===== config.mk =====
export PLATFORM = sky130hd
export DESIGN_NAME = ifetch_bridge
export DESIGN_NICKNAME = d
export VERILOG_FILES = /design/src/rtl/ifetch_bridge.sv
export SDC_FILE = /design/constraint.sdc
export NUM_CORES = 1
export LEC_CHECK = 0
export CELL_PAD_IN_SITES_DETAIL_PLACEMENT = 0
export CELL_PAD_IN_SITES_GLOBAL_PLACEMENT = 1
export CORE_MARGIN = 2
export CORE_UTILIZATION = 25
export CTS_CLUSTER_SIZE = 16
export DETAILED_ROUTE_END_ITERATION = 8
export DONT_BUFFER_PORTS = 1
export PLACE_DENSITY = 0.56
export REMOVE_ABC_BUFFERS = 1
export SLEW_MARGIN = 20
export SYNTH_ARGS = -nofsm -noshare
export SYNTH_HDL_FRONTEND = slang
export SYNTH_SLANG_ARGS = --single-unit

===== constraint.sdc =====
create_clock -name clk -period 2.5 [get_ports clk]
set_input_delay 0.5 -clock clk [delete_from_list [all_inputs] [get_ports clk]]
set_output_delay 0.5 -clock clk [all_outputs]
set_load 0.01 [all_outputs]

===== src/rtl/ifetch_bridge.sv =====
// ifetch_bridge: connects a CPU instruction-fetch port to a request/grant/rvalid
// memory bus. It holds a one-entry line buffer, so a repeated fetch of the same
// word returns its data in the same cycle without going to memory. A fetch that
// never completes ends after a cycle budget and returns NOP_INST.
module ifetch_bridge #(
    parameter int unsigned TIMEOUT_CYCLES = 255,
    parameter logic [31:0] NOP_INST       = 32'h0000_0000
) (
    input  logic        clk,
    input  logic        rst,
    input  logic [31:0] rom_addr_i,
    input  logic        rom_ce_i,
    output logic [31:0] rom_data_o,
    output logic        stallreq_o,
    output logic        mem_req_o,
    output logic [31:0] mem_addr_o,
    input  logic        mem_gnt_i,
    input  logic        mem_rvalid_i,
    input  logic [31:0] mem_rdata_i,
    output logic        err_o,
    output logic [15:0] miss_cnt_o
);

    // state  | meaning
    // S_IDLE | no fetch outstanding; a hit is served from the line buffer
    // S_REQ  | mem_req_o asserted with the captured address, waiting for grant
    // S_WAIT | request accepted, waiting for read data
    typedef enum logic [1:0] {
        S_IDLE = 2'd0,
        S_REQ  = 2'd1,
        S_WAIT = 2'd2
    } state_t;

    localparam logic [15:0] TMO_LAST = 16'(TIMEOUT_CYCLES - 1);

    state_t      state_q, state_d;
    logic        buf_valid_q, buf_valid_d;
    logic [29:0] buf_tag_q, buf_tag_d;
    logic [31:0] buf_data_q, buf_data_d;
    logic [31:0] addr_q, addr_d;
    logic [15:0] tmo_q, tmo_d;
    logic        err_q, err_d;
    logic [15:0] miss_q, miss_d;

    logic        hit;
    logic        miss;
    logic        tmo_expired;

    // Byte-offset bits of the fetch address play no part in a word fetch.
    logic        unused_addr_bits;
    assign unused_addr_bits = ^rom_addr_i[1:0];

    // Hit/miss decode and the CPU-facing outputs, all combinational.
    always_comb begin
        hit         = rom_ce_i && buf_valid_q && (buf_tag_q == rom_addr_i[31:2])
                      && (state_q == S_IDLE);
        miss        = rom_ce_i && !hit;
        tmo_expired = (tmo_q == TMO_LAST);
        rom_data_o  = (!rst && hit) ? buf_data_q : NOP_INST;
        stallreq_o  = !rst && miss;
        mem_req_o   = (state_q == S_REQ);
        mem_addr_o  = addr_q;
        err_o       = err_q;
        miss_cnt_o  = miss_q;
    end

    // Next-state logic for the fetch FSM, line buffer, timeout and counters.
    always_comb begin
        state_d     = state_q;
        buf_valid_d = buf_valid_q;
        buf_tag_d   = buf_tag_q;
        buf_data_d  = buf_data_q;
        addr_d      = addr_q;
        tmo_d       = tmo_q;
        err_d       = err_q;
        miss_d      = miss_q;

        unique case (state_q)
            S_IDLE: begin
                if (miss) begin
                    state_d = S_REQ;
                    addr_d  = {rom_addr_i[31:2], 2'b00};
                    tmo_d   = 16'd0;
                    if (miss_q != 16'hFFFF) begin
                        miss_d = miss_q + 16'd1;
                    end
                end
            end
            S_REQ: begin
                tmo_d = tmo_q + 16'd1;
                if (tmo_expired) begin
                    state_d     = S_IDLE;
                    buf_valid_d = 1'b1;
                    buf_tag_d   = addr_q[31:2];
                    buf_data_d  = NOP_INST;
                    err_d       = 1'b1;
                end else if (mem_gnt_i) begin
                    state_d = S_WAIT;
                end
            end
            S_WAIT: begin
                tmo_d = tmo_q + 16'd1;
                // Real data takes priority over a timeout landing on the same cycle.
                if (mem_rvalid_i) begin
                    state_d     = S_IDLE;
                    buf_valid_d = 1'b1;
                    buf_tag_d   = addr_q[31:2];
                    buf_data_d  = mem_rdata_i;
                end else if (tmo_expired) begin
                    state_d     = S_IDLE;
                    buf_valid_d = 1'b1;
                    buf_tag_d   = addr_q[31:2];
                    buf_data_d  = NOP_INST;
                    err_d       = 1'b1;
                end
            end
            default: begin
                state_d = S_IDLE;
            end
        endcase
    end

    // State registers with synchronous reset; reset abandons any fetch in flight.
    always_ff @(posedge clk) begin
        if (rst) begin
            state_q     <= S_IDLE;
            buf_valid_q <= 1'b0;
            buf_tag_q   <= '0;
            buf_data_q  <= '0;
            addr_q      <= '0;
            tmo_q       <= '0;
            err_q       <= 1'b0;
            miss_q      <= '0;
        end else begin
            state_q     <= state_d;
            buf_valid_q <= buf_valid_d;
            buf_tag_q   <= buf_tag_d;
            buf_data_q  <= buf_data_d;
            addr_q      <= addr_d;
            tmo_q       <= tmo_d;
            err_q       <= err_d;
            miss_q      <= miss_d;
        end
    end

endmodule


==> flow_summary_export.csv <==
group,metric,value,unit
timing,fin_crit_sh,1.133,
timing,tightestPinTransition,560.0,ps
global_route,grt_pass1_wl,24140,µm
logic_synthesis,ys_ff_latch,128,
timing,fin_crit,2832,ps
critical_path,cp_max_fo,32,
floorplanning,io_pins,152,
critical_path,path_class,"reg -> out",
cts,cts_tree,"built",
cts,clk_pin_slew,60,ps
cells_and_area,regArea,0.002566,mm²
cells_and_area,fin_area,0.006914,mm²
cts,clkLatencyLatePin,420,ps
placement,io_buffer_count,0,
floorplanning,die_area,0.02443,mm²
logic_synthesis,synthAdderAreaFrac,0.01294,
critical_path,critical_path_arrival,2330,ps
logic_synthesis,async_flop_share,0,
logic_synthesis,ys_top_cells_by_area,"dfxtp_1, nor2_1, nand2_1, mux2i_1, a22oi_1",
power,p_per_area,763.3,mW/mm²
logic_synthesis,ys.flop_type,"dfxtp_1",
cts,cts_hold_buf,0,
timing,rsz0062_at_grt,"yes",
floorplanning,fp.coreArea,0.02271,mm²
logic_synthesis,synth_top_area_cell,"dfxtp_1",
cells_and_area,final_cell_mix,"dfxtp_1, nor2_1, nand2_1, a21oi_1, a22oi_1",
cells_and_area,drive_above_1_share,0.1259,
flow_run,drv_cap,0,
logic_synthesis,synth_xor_area_frac,0.06796,
timing,fmax,353.2,MHz
power,vdd_drop_max,453.1,µV
timing,slew_violations,0,
status,violations,"negative setup slack",
routing,antenna_left,0,
logic_synthesis,synth_top_family_by_area,"simple AND/OR/NAND/NOR gates",
logic_synthesis,ys_warn_count,0,
routing,vias,4692,
routing,drt_pass1_iterations,5,
timing,hold_viol_final,0,
routing,drt_iter0_drc,225,
cells_and_area,syn_to_final_growth,19.22,%
hold_path,hold_class,"in -> reg",
routing,wl_per_cell,15.24,µm
power,p_leak,2.623,nW
global_route,track_usage,0.1225,
timing,setup_viol,33,
timing,clock_skew,14.96,ps
placement,place_ws,-221.6,ps
logic_synthesis,synthCells,680,
placement,place_congestion,0.7665,
logic_synthesis,synth-edff-count,0,
placement,place_area,0.006152,mm²
logic_synthesis,yosys.area_share.simple,0.2531,
logic_synthesis,synth-compound-area-share,0.1217,
floorplanning,row_count,55,
global_route,grt_pass1_vias,4607,
cts,cts-root-buf,"clkbuf_16",
floorplanning,start_util,0.2554,
cts,cts_max_level,4,
global_route,grt-ovfl-total,0,
global_route,grt_max_degree,124,
logic_synthesis,ys_seq_area_frac,0.4419,
routing,post_drt_via_cell_ratio,4.807,
cells_and_area,mostFrequentLayoutCell,"dfxtp_1",
critical_path,crit_path_end_kind,"output pin",
placement,hpwl,10220,µm
cts,clk_path_buf_depth,2,
floorplanning,die_h,156.3,µm
critical_path,crit_required,2000,ps
routing,wirelength,14880,µm
cells_and_area,fillers,2408,
global_route,antenna_found_initial,0,
logic_synthesis,synth_top_area_frac,0.4419,
status,outcome,"finished, violations left",
logic_synthesis,synth_area,0.005799,mm²
logic_synthesis,syn_area_per_cell,8.528,µm²
cells_and_area,multi_input_area,0.003055,mm²
cts,cts_buffers,17,
floorplanning,fp.dieW,156.3,µm
logic_synthesis,yosysUniqueCellTypes,55,
timing,fin_ws,-331.5,ps
timing,slew_headroom,0.6267,
critical_path,startpoint_type,"flip-flop",
cts,cts.sinks,128,
cells_and_area,num_antenna_cells,0,
timing,setup_tns,-10550,ps
routing,drcViolationCount,0,
logic_synthesis,synth.area.mux_share,0.05545,
cells_and_area,final_nets,753,
[sequential cells by signal, indices dropped and copies added (netlist names)]
name	flops
buf_data_q	32
buf_tag_q	30
buf_valid_q	1
err_o	1
mem_addr_o	30
miss_cnt_o	16
state_q	2
tmo_q	16
[cell usage after synthesis, drive strengths merged (2+ instances only)]
cell type	number
o31ai	4
and3	10
a21o	3
mux2i	31
nor4	10
buf	11
nand4	8
nand2	85
nand2b	3
xor2	25
a21oi	40
ha	6
inv	9
dfxtp	128
or4	2
nor3b	5
a22oi	33
or2	2
o21a	2
o21ai	9
and2	34
nor2	98
nor2b	6
xnor2	20
nor4b	4
nand3	12
a31oi	9
clkbuf	37
and4	7
nor3	14
[area by class of cell]
class                           count  share of cell area
Multi-Input combinational cell    496              0.4419
Sequential cell                   128              0.3712
Clock buffer                       20             0.06460
Tap cell                          285             0.05157
Timing Repair Buffer               26             0.03601
Clock inverter                     12             0.02986
Inverter                            9            0.004886
[through the flow]
| stage | util | instances | hold WS [ps] | power (mW) |
|---|---|---|---|---|
| final | 0.3045 | 976 | 158.1 | 5.278 |
| after global routing | 0.3045 | 976 | 133.6 | 5.482 |
| after CTS | 0.3012 | 972 | 132.7 | 5.351 |
| after detailed placement | 0.2709 | 940 | 450.2 | 2.554 |
| after global placement | 0.2709 | 940 | 443.9 | 2.548 |
| after floorplan | - | 633 | 437.3 | 2.429 |
[critical path, cell delays in order (launching register included)]
cell,delay (ps)
dfxtp_2,320
xor2_1,160
nor4_2,350
buf_4,180
nand2_2,40
nor3b_2,180
nand4_1,130
nor2_2,160
buf_12,180
and2_1,200
[metal layers]
| layer | share of wire | track usage |
|---|---|---|
| met5 | 0 | 0 |
| met4 | 0.016 | 0.04500 |
| met3 | 0.069 | 0.04126 |
| met2 | 0.47 | 0.1951 |
| met1 | 0.44 | 0.1537 |
[timing repair]
item                                   4_1_cts  5_1_grt
buffers inserted                             0        4
gates resized for setup                     10       12
endpoints found under the hold margin        0        0
pin swaps                                    1        3
setup endpoints to repair                   33       35
[power by group]
group / total [mW] / switching [mW] / internal (mW)
combinational: 0.353 / 0.190 / 0.163
sequential: 2.17 / 0.0736 / 2.10
clock: 2.76 / 0.951 / 1.80
[final timing paths]
check / from / end / slack, ps / cells after the start
setup / recovery: buf_tag_q[10]$_SDFFE_PP0N_ / rom_data_o[16] / -330 / 9
hold reg to reg: buf_tag_q[25]$_SDFFE_PP0N_ / buf_tag_q[25]$_SDFFE_PP0N_ / 460 / 2
setup reg to reg: buf_tag_q[14]$_SDFFE_PP0N_ / tmo_q[8]$_SDFFE_PP0P_ / 160 / 9
hold / removal: rst / mem_addr_o[6]$_SDFFE_PP0P_ / 160 / 1
[logic make-up (layout without fill, tap and decap cells)]
kind of cell / after synthesis / in the layout
other cells: 1 / 2
buf+inv: 57 / 67
xor+xnor: 45 / 45
flops: 128 / 128
mux: 32 / 32
compound gates: 109 / 109
fa+ha+maj: 6 / 6
simple gates: 302 / 302
(Power assumes the default switching activity.)
